<file path="src/rtl/accum_bytes_datapath.sv">
// Execute-stage datapath for the AccumBytes sequence: sums the four bytes of
// one neighbour word per cycle and strobes out the total after the fourth word.
module accum_bytes_datapath #(
  parameter logic [4:0] OPCODE = 5'b01000,
  parameter int         DATA_W = 32,
  parameter int         ACC_W  = 12
) (
  input  logic              clk,
  input  logic              rst,
  input  logic [4:0]        controlInExOpA,
  input  logic [2:0]        controlInExCycleCnt,
  input  logic              stall,
  input  logic              flush,
  input  logic [DATA_W-1:0] neighborWord0,
  input  logic [DATA_W-1:0] neighborWord1,
  input  logic [DATA_W-1:0] neighborWord2,
  input  logic [DATA_W-1:0] neighborWord3,
  output logic [DATA_W-1:0] resultOut,
  output logic              resultValid,
  output logic              busy,
  output logic              errSeq
);

  typedef enum logic [1:0] {
    S_IDLE  = 2'd0,
    S_ACCUM = 2'd1,
    S_DONE  = 2'd2
  } state_t;

  state_t             state_q, state_d;
  logic [ACC_W-1:0]   acc_q, acc_d;
  logic [1:0]         expect_q, expect_d;
  logic [ACC_W-1:0]   result_q, result_d;
  logic               valid_q, valid_d;
  logic               err_q, err_d;

  logic [DATA_W-1:0]  sel_word;
  logic [9:0]         word_sum;
  logic [ACC_W-1:0]   acc_plus;
  logic               is_op, start, bad_start, cnt_match;

  function automatic logic [9:0] byte_sum(input logic [31:0] w);
    return 10'(w[7:0]) + 10'(w[15:8]) + 10'(w[23:16]) + 10'(w[31:24]);
  endfunction

  always_comb begin
    case (controlInExCycleCnt[1:0])
      2'd0:    sel_word = neighborWord0;
      2'd1:    sel_word = neighborWord1;
      2'd2:    sel_word = neighborWord2;
      default: sel_word = neighborWord3;
    endcase
  end

  assign word_sum  = byte_sum(sel_word);
  assign acc_plus  = acc_q + ACC_W'(word_sum);
  assign is_op     = (controlInExOpA == OPCODE);
  assign start     = is_op && (controlInExCycleCnt == 3'd0);
  assign bad_start = is_op && (controlInExCycleCnt != 3'd0);
  assign cnt_match = (controlInExCycleCnt == {1'b0, expect_q});

  always_comb begin
    // NOTE: every next-state signal is defaulted to hold first so no path through
    // the case below can leave one unassigned and infer a latch.
    state_d  = state_q;
    acc_d    = acc_q;
    expect_d = expect_q;
    result_d = result_q;
    valid_d  = valid_q;
    err_d    = 1'b0;

    if (flush) begin
      state_d  = S_IDLE;
      acc_d    = '0;
      expect_d = '0;
      valid_d  = 1'b0;
    end else if (!stall) begin
      valid_d = 1'b0;
      case (state_q)
        S_IDLE, S_DONE: begin
          // A start on the DONE cycle is taken immediately for back-to-back use.
          state_d = S_IDLE;
          if (start) begin
            acc_d    = ACC_W'(word_sum);
            expect_d = 2'd1;
            state_d  = S_ACCUM;
          end else if (bad_start) begin
            err_d = 1'b1;
          end
        end
        S_ACCUM: begin
          if (!cnt_match) begin
            err_d    = 1'b1;
            acc_d    = '0;
            expect_d = '0;
            state_d  = S_IDLE;
          end else if (expect_q == 2'd3) begin
            result_d = acc_plus;
            valid_d  = 1'b1;
            acc_d    = '0;
            expect_d = '0;
            state_d  = S_DONE;
          end else begin
            acc_d    = acc_plus;
            expect_d = expect_q + 2'd1;
          end
        end
        default: begin
          state_d  = S_IDLE;
          acc_d    = '0;
          expect_d = '0;
        end
      endcase
    end
  end

  // NOTE: sequential state uses non-blocking assignments so every register
  // samples the pre-edge values of the others.
  always_ff @(posedge clk or negedge rst) begin
    if (!rst) begin
      state_q  <= S_IDLE;
      acc_q    <= '0;
      expect_q <= '0;
      result_q <= '0;
      valid_q  <= 1'b0;
      err_q    <= 1'b0;
    end else begin
      state_q  <= state_d;
      acc_q    <= acc_d;
      expect_q <= expect_d;
      result_q <= result_d;
      valid_q  <= valid_d;
      err_q    <= err_d;
    end
  end

  assign resultOut   = {{(DATA_W-ACC_W){1'b0}}, result_q};
  assign resultValid = valid_q;
  assign busy        = (state_q == S_ACCUM);
  assign errSeq      = err_q;

endmodule

</file>
<file path="config.mk">
export PLATFORM = sky130hd
export DESIGN_NAME = accum_bytes_datapath
export DESIGN_NICKNAME = d
export VERILOG_FILES = /design/src/rtl/accum_bytes_datapath.sv
export SDC_FILE = /design/constraint.sdc
export NUM_CORES = 1
export LEC_CHECK = 0
export CORE_MARGIN = 1
export CORE_UTILIZATION = 35
export DETAILED_ROUTE_END_ITERATION = 8
export PLACE_DENSITY = 0.68
export SYNTH_ARGS = -nofsm -noshare
export SYNTH_HDL_FRONTEND = slang
export SYNTH_SLANG_ARGS = --single-unit
export TNS_END_PERCENT = 30
</file>
<file path="constraint.sdc">
create_clock -name clk -period 2.7 [get_ports clk]
set_input_delay 0.81 -clock clk [delete_from_list [all_inputs] [get_ports clk]]
set_output_delay 0.81 -clock clk [all_outputs]
set_load 0.05 [all_outputs]
</file>
==> run_results.csv, run 1 <==
group,metric,value,unit
critical_path,critical_path_class,"in -> reg",
outcome,status,"finished with violations",
timing,holdWs,482,ps
yosys,ys_seq_area_share,20.9,%
critical_path,rr_worst_depth,7,
yosys,synth_flop_cell,"dfrtp_1",
worst_hold_path,holdPathEnd,"result_q[5]",
detailed_routing,avgRoutedWirePerCell,15.0,um
detailed_routing,vias_per_cell,4.91,
floorplan,die_h,103,um
yosys,yosysWarningCount,0,
detailed_routing,dr.pass1.iters,4,
power_and_ir_drop,total_power,4.65,mW
timing,rsz0062_at_grt,"yes",
floorplan,initial_core_util,36.3,%
timing,min_period,4790,ps
timing,tightest_slew,504,ps
yosys,synth_area,3580,um^2
power_and_ir_drop,switching_power,1.88,mW
yosys,syn_inst,349,
final_layout,syn2layout_area_growth,79.6,%
clock_tree,htree_levels,2,
timing,hold_viol,0,
grt,grt_pass1_wl,17.3,mm
grt,overflow,0,
critical_path,start_kind,"input pin",
placement,dp_hpwl,8.72,mm
clock_tree,tritoncts,"built",
detailed_routing,vias,3560,
final_layout,antenna_cells,0,
power_and_ir_drop,ir_worst_vdd,0.000422,V
critical_path,timing.rr.start,"acc_q[1]",
power_and_ir_drop,seq_power_share,9.7,%
timing,skew,11.0,ps
worst_hold_path,hp-class,"reg -> reg",
power_and_ir_drop,swShare,40.5,%
detailed_routing,drtIter0Drc,85,
floorplan,dieArea,10700,um^2
yosys,synth_seq_cells,30,
clock_tree,cts.sinks,30,
yosys,async_reset_ff_share,100,%
final_layout,layout.nets,770,
grt,grt_pass1_vias,3805,
timing,slew_headroom,66.3,%
final_layout,final_common_cell,"clkdlybuf4s50_1",
timing,drv_slew,0,
final_layout,fillerInstances,750,
clock_tree,cts_made_buffers,5,
critical_path,crit_path_end_kind,"flop",
clock_tree,root_buffer,"clkbuf_8",
critical_path,cp.required,2870,ps
yosys,synth_cell_types,58,
yosys,avgSynthCellArea,10.3,um^2
timing,fmax,209,MHz
worst_hold_path,min_from,"result_q[5]",
grt,grt_use_met2,40.1,%
grt,grt_use_met1,23.4,%
placement,numPortBuffers,154,
outcome,violations,"setup timing",
power_and_ir_drop,p_leak,2.89,nW
detailed_routing,drc,0,
timing,tns,-37270,ps
timing,finalWorstSetupSlack,-2090,ps
power_and_ir_drop,p_per_area,722,nW/um^2
power_and_ir_drop,p_int,2.77,mW
final_layout,regArea,751,um^2
worst_hold_path,hold_depth,2,
detailed_routing,routed_wl,10.9,mm
floorplan,core,9860,um^2
detailed_routing,antenna_left,0,
grt,grt_busiest_layer,"met2",
grt,grt_max_degree,31,
floorplan,io_pins,175,
grt,met3_usage,4.57,%
grt,gr-usage-all-layers,21.2,%
power_and_ir_drop,p_clk_share,8.0,%
final_layout,multi_input_area,2940,um^2
critical_path,rr_endpoint,"acc_q[9]",
timing,finalCritPeriodShare,177,%
yosys,synth-edff-count,0,
final_layout,drive_above_1_share,37.8,%
critical_path,path_max_fanout,3,
critical_path,arrival,4960,ps
timing,setup_violations,24,
clock_tree,path_clk_slew,60,ps
floorplan,die_width,103,um
clock_tree,clock_latency,280,ps
final_layout,final_cell_mix,"103 x clkdlybuf4s50_1, 86 x buf_4, 42 x inv_1",
power_and_ir_drop,combPwrFrac,82.2,%
placement,place.gp.congestion,0.892,
critical_path,r2r_slack,590,ps
clock_tree,clock_path_buffers,2,
floorplan,rows,36,
grt,antenna_found_initial,0,
flow_run,cap_violations,0,
==> cell type report <==
cell class,count,share of cell area (%)
repair buffers,250,35.9
clock inverters,1,0.0777
flip-flops and latches,30,11.7
multi-input cells,256,45.7
clock buffers,7,1.34
well taps,133,2.59
inverters,48,2.80
==> logic make-up after synthesis <==
group / share of synthesized area (%)
AO/OA/AOI/OAI: 15.0
multiplexers: 21.0
AND/OR/NAND/NOR: 10.9
adder cells (fa/ha/maj): 17.2
XOR/XNOR: 3.67
flip-flops: 20.9
other: 0.105
buffers and inverters: 11.2
==> critical path, stage by stage <==
cell	delay (ps)
clkdlybuf4s50_1	410
mux4_2	490
fa_1	550
inv_1	60
fa_1	520
inv_1	40
ha_1	300
o21ai_0	90
o21bai_1	250
a21oi_2	110
xnor2_2	160
ha_1	330
a21oi_2	140
buf_4	140
nand2_2	40
nor2_2	120
a21oi_2	80
nor3b_2	160
a21o_1	150
==> metrics by stage <==
step / worst slack [ps] / util, % / instance area, um^2 / instances
after floorplan: -2300 / - / 3790 / 368
after global placement: -2670 / 58.1 / 5730 / 684
after detailed placement: -2770 / 58.1 / 5730 / 684
after CTS: -2170 / 63.8 / 6290 / 720
after global routing: -2330 / 65.3 / 6440 / 725
final: -2090 / 65.3 / 6440 / 725
==> cells in the mapped netlist, drive strengths merged, types with 8 or more instances <==
master | instances | area, um^2
xor2 | 9 | 78.8
nor3 | 8 | 56.3
ha | 22 | 275
fa | 17 | 340
dfrtp | 30 | 751
mux4 | 32 | 721
o21ai | 27 | 139
a21o | 8 | 61.3
buf | 28 | 199
inv | 48 | 180
a21oi | 14 | 70.1
nor2 | 10 | 37.5
nand2 | 22 | 85.1
==> how the worst max path moves through the flow <==
stage | start | depth (start not counted) | to
after floorplan | controlInExCycleCnt[0] | 20 | acc_q[11]
after global placement | controlInExCycleCnt[1] | 20 | acc_q[11]
after detailed placement | controlInExCycleCnt[1] | 20 | acc_q[11]
after CTS | controlInExCycleCnt[1] | 22 | acc_q[11]
after global routing | controlInExCycleCnt[0] | 21 | acc_q[11]
final | neighborWord3[6] | 19 | acc_q[10]
==> registers in the layout, indices dropped and copies added (netlist names) <==
register	count
result_q	12
acc_q	12
errSeq	1
expect_q	2
resultValid	1
state_q	2
==> layer usage <==
| layer | vias up | part of all wire, % | wire, um |
|---|---|---|---|
| met1 | 1697 | 38 | 4100 |
| met2 | 144 | 54 | 5860 |
| met5 | - | 0 | 0 |
| met4 | 0 | 2.2 | 244 |
| met3 | 20 | 6.4 | 703 |
| li1 | 1699 | - | - |
==> power by group through the flow <==
stage                     clock, mW  combinational (mW)  sequential, mW
after CTS                     0.383                3.42           0.451
final                         0.374                3.82           0.451
after global routing          0.399                4.16           0.451
after detailed placement          0                2.68           0.459
after floorplan                   0                1.59           0.460
after global placement            0                2.60           0.459
==> what timing repair did <==
action,CTS,global route
cloned,2,0
endpoints found under the setup margin,24,24
pin swaps,58,30
buffers inserted,26,6
resized for setup,127,34
hold buffers,0,0
No activity file was read; power rests on OpenSTA's default activity.
==> run 2: changes to the inputs <==
--- a/config.mk
+++ b/config.mk
@@ -9,6 +9,7 @@
 export CORE_UTILIZATION = 35
 export DETAILED_ROUTE_END_ITERATION = 8
 export PLACE_DENSITY = 0.68
+export SLEW_MARGIN = 10
 export SYNTH_ARGS = -nofsm -noshare
 export SYNTH_HDL_FRONTEND = slang
 export SYNTH_SLANG_ARGS = --single-unit
==> constraint.sdc (replaced) <==
create_clock -name clk -period 5.42 [get_ports clk]
set_input_delay 1.626 -clock clk [delete_from_list [all_inputs] [get_ports clk]]
set_output_delay 1.626 -clock clk [all_outputs]
set_load 0.05 [all_outputs]
==> run 2 against run 1 <==
The run still ends with setup timing left. Clock power decreased by 50%. Final cell count fell by 2.6%. Critical path depth is 4 higher. Worst setup slack gained 1700 ps. Routed wire length decreased by 0.61%. Global-route usage decreased by 0.80 points. Largest power group unchanged. Highest routed layer unchanged.
==> run_results.csv, run 2 (synthesis gave the netlist of run 1 again) <==
group,metric,value,unit
clock_tree,tritoncts,"built",
timing,min_period,5820,ps
critical_path,path_max_fanout,5,
critical_path,crit_slowest_cell,"fa_1",
clock_tree,cts_made_buffers,5,
placement,dp_hpwl,8.57,mm
detailed_routing,vias_per_cell,4.99,
detailed_routing,antenna_left,0,
detailed_routing,avgRoutedWirePerCell,15.4,um
timing,finalCritPeriodShare,107,%
timing,hold_viol,0,
detailed_routing,dr.pass1.iters,7,
detailed_routing,drtIter0Drc,116,
outcome,status,"finished with violations",
clock_tree,htree_levels,2,
placement,detailedPlace.worstSlack,-903,ps
timing,fmax,172,MHz
final_layout,final_common_cell,"clkdlybuf4s50_1",
final_layout,final_cell_mix,"110 x clkdlybuf4s50_1, 63 x buf_4, 43 x inv_1",
clock_tree,root_buffer,"clkbuf_8",
floorplan,initial_core_util,36.3,%
grt,grt_pass1_vias,3686,
critical_path,path_cells,"buf_12 -> buf_12 -> buf_12 -> mux4_2 -> fa_1 -> inv_1 -> fa_1 -> inv_2 -> ha_4 -> buf_4 -> a211oi_4 -> nor2_2 -> o311a_1 -> o21ai_2 -> nand2b_1 -> ha_4 -> nand2_2 -> nor2_1 -> a21oi_2 -> o21ai_4 -> buf_6 -> nor3b_2 -> a211o_1",
flow_run,cap_violations,0,
power_and_ir_drop,total_power,2.23,mW
critical_path,crit_path_end_kind,"flop",
placement,numPortBuffers,154,
timing,drv_slew,0,
clock_tree,path_clk_slew,70,ps
critical_path,cp.required,5590,ps
clock_tree,cts.sinks,30,
final_layout,fin_area,6230,um^2
critical_path,start_kind,"input pin",
detailed_routing,drc,0,
worst_hold_path,hp-class,"reg -> reg",
final_layout,fillerInstances,788,
critical_path,critical_path_class,"in -> reg",
placement,place.gp.congestion,0.882,
critical_path,cp_num_buf_inv,7,
timing,tightest_slew,797,ps
grt,grt_max_degree,31,
detailed_routing,routed_wl,10.8,mm
timing,setup_violations,11,
detailed_routing,vias,3526,
timing,slew_headroom,46.5,%
power_and_ir_drop,p_per_area,359,nW/um^2
critical_path,slowest_delay,540,ps
final_layout,syn2layout_area_growth,73.8,%
critical_path,path_common_cell,"buf_12",
timing,finalWorstSetupSlack,-399,ps
critical_path,cp.depth,23,
critical_path,critPathTopFamily,"adder cells",
grt,grt_pass1_wl,16.7,mm
critical_path,arrival,5990,ps
grt,overflow,0,
final_layout,layout.nets,749,
power_and_ir_drop,p_leak,2.78,nW
clock_tree,clock_latency,280,ps
timing,rsz0062_at_grt,"yes",
floorplan,rows,36,
floorplan,core,9860,um^2
clock_tree,clock_path_buffers,2,
critical_path,r2r_slack,3170,ps
grt,antenna_found_initial,1,
floorplan,dieArea,10700,um^2
floorplan,io_pins,175,
power_and_ir_drop,ir_worst_vdd,0.000186,V
outcome,violations,"setup timing",
final_layout,drive_above_1_share,32.0,%
floorplan,die_width,103,um
worst_hold_path,hold_depth,2,
floorplan,die_h,103,um
grt,gr-usage-all-layers,20.4,%
timing,skew,7.41,ps
critical_path,rr_worst_depth,9,
placement,placed_cell_area,5610,um^2
final_layout,top_regs,"acc_q (12), result_q (12)",
-- run 2: cell types whose count changed in the layout (fill, tap and decap cells not counted), sizes merged --
cell | previous run | this run
diode | 0 | 2
dlymetal6s2s | 0 | 1
clkdlybuf4s50 | 103 | 110
dlygate4sd2 | 27 | 39
clkbuf | 13 | 7
clkdlybuf4s15 | 12 | 2
buf | 102 | 77
-- run 2: cell type report --
cell class / count / area, um^2 / share of cell area, %
flip-flops and latches: 30 / 751 / 12.1
diodes: 2 / 5.00 / 0.0803
well taps: 133 / 166 / 2.67
multi-input cells: 256 / 2850 / 45.8
clock inverters: 1 / 5.00 / 0.0803
repair buffers: 229 / 2180 / 35.0
clock buffers: 7 / 86.3 / 1.39
inverters: 48 / 180 / 2.89
-- run 2: timing repair --
| action | 4_1_cts | 5_1_grt |
|---|---|---|
| gates resized for setup | 72 | 38 |
| endpoints found under the setup margin | 14 | 14 |
| hold endpoints to repair | 0 | 0 |
| setup buffers | 22 | 7 |
| hold buffers | 0 | 0 |
| cloned | 1 | 0 |
| pin swaps | 41 | 42 |
-- run 2: worst paths after layout --
kind / from / end
max: controlInExCycleCnt[0] / acc_q[11]
min: result_q[2] / result_q[2]
max reg2reg: acc_q[0] / acc_q[10]
min reg2reg: result_q[2] / result_q[2]
max in group asynchronous: rst / acc_q[3]
min in group asynchronous: rst / acc_q[6]
-- run 2: power breakdown --
group / total, mW / switching (mW) / internal, mW
combinational: 1.82 / 0.828 / 0.995
sequential: 0.225 / 0.000474 / 0.224
clock: 0.187 / 0.0848 / 0.102
-- run 2: worst register-to-register path, cell delays in order, from the launching register on --
cell and delay (ps):
dfrtp_1 370, ha_1 220, inv_1 70, fa_1 380, nand2b_1 210, a21oi_2 270
o31ai_2 130, a21oi_2 220, o21bai_1 110, a21o_1 160
-- run 2: through the flow --
stage	utilization, %	instances	setup TNS (ps)	hold slack (ps)
after detailed placement	56.8	666	-10770	475
after global placement	56.8	666	-8860	465
after floorplan	-	368	-2710	480
after CTS	60.6	697	-2240	490
final	63.2	706	-2640	482
after global routing	63.1	705	-4430	506
-- run 2: metal layers --
layer	GRT usage [%]	routed length (um)
met5	0	0
met4	7.48	270
met3	5.44	801
met2	36.6	5620
met1	23.5	4150
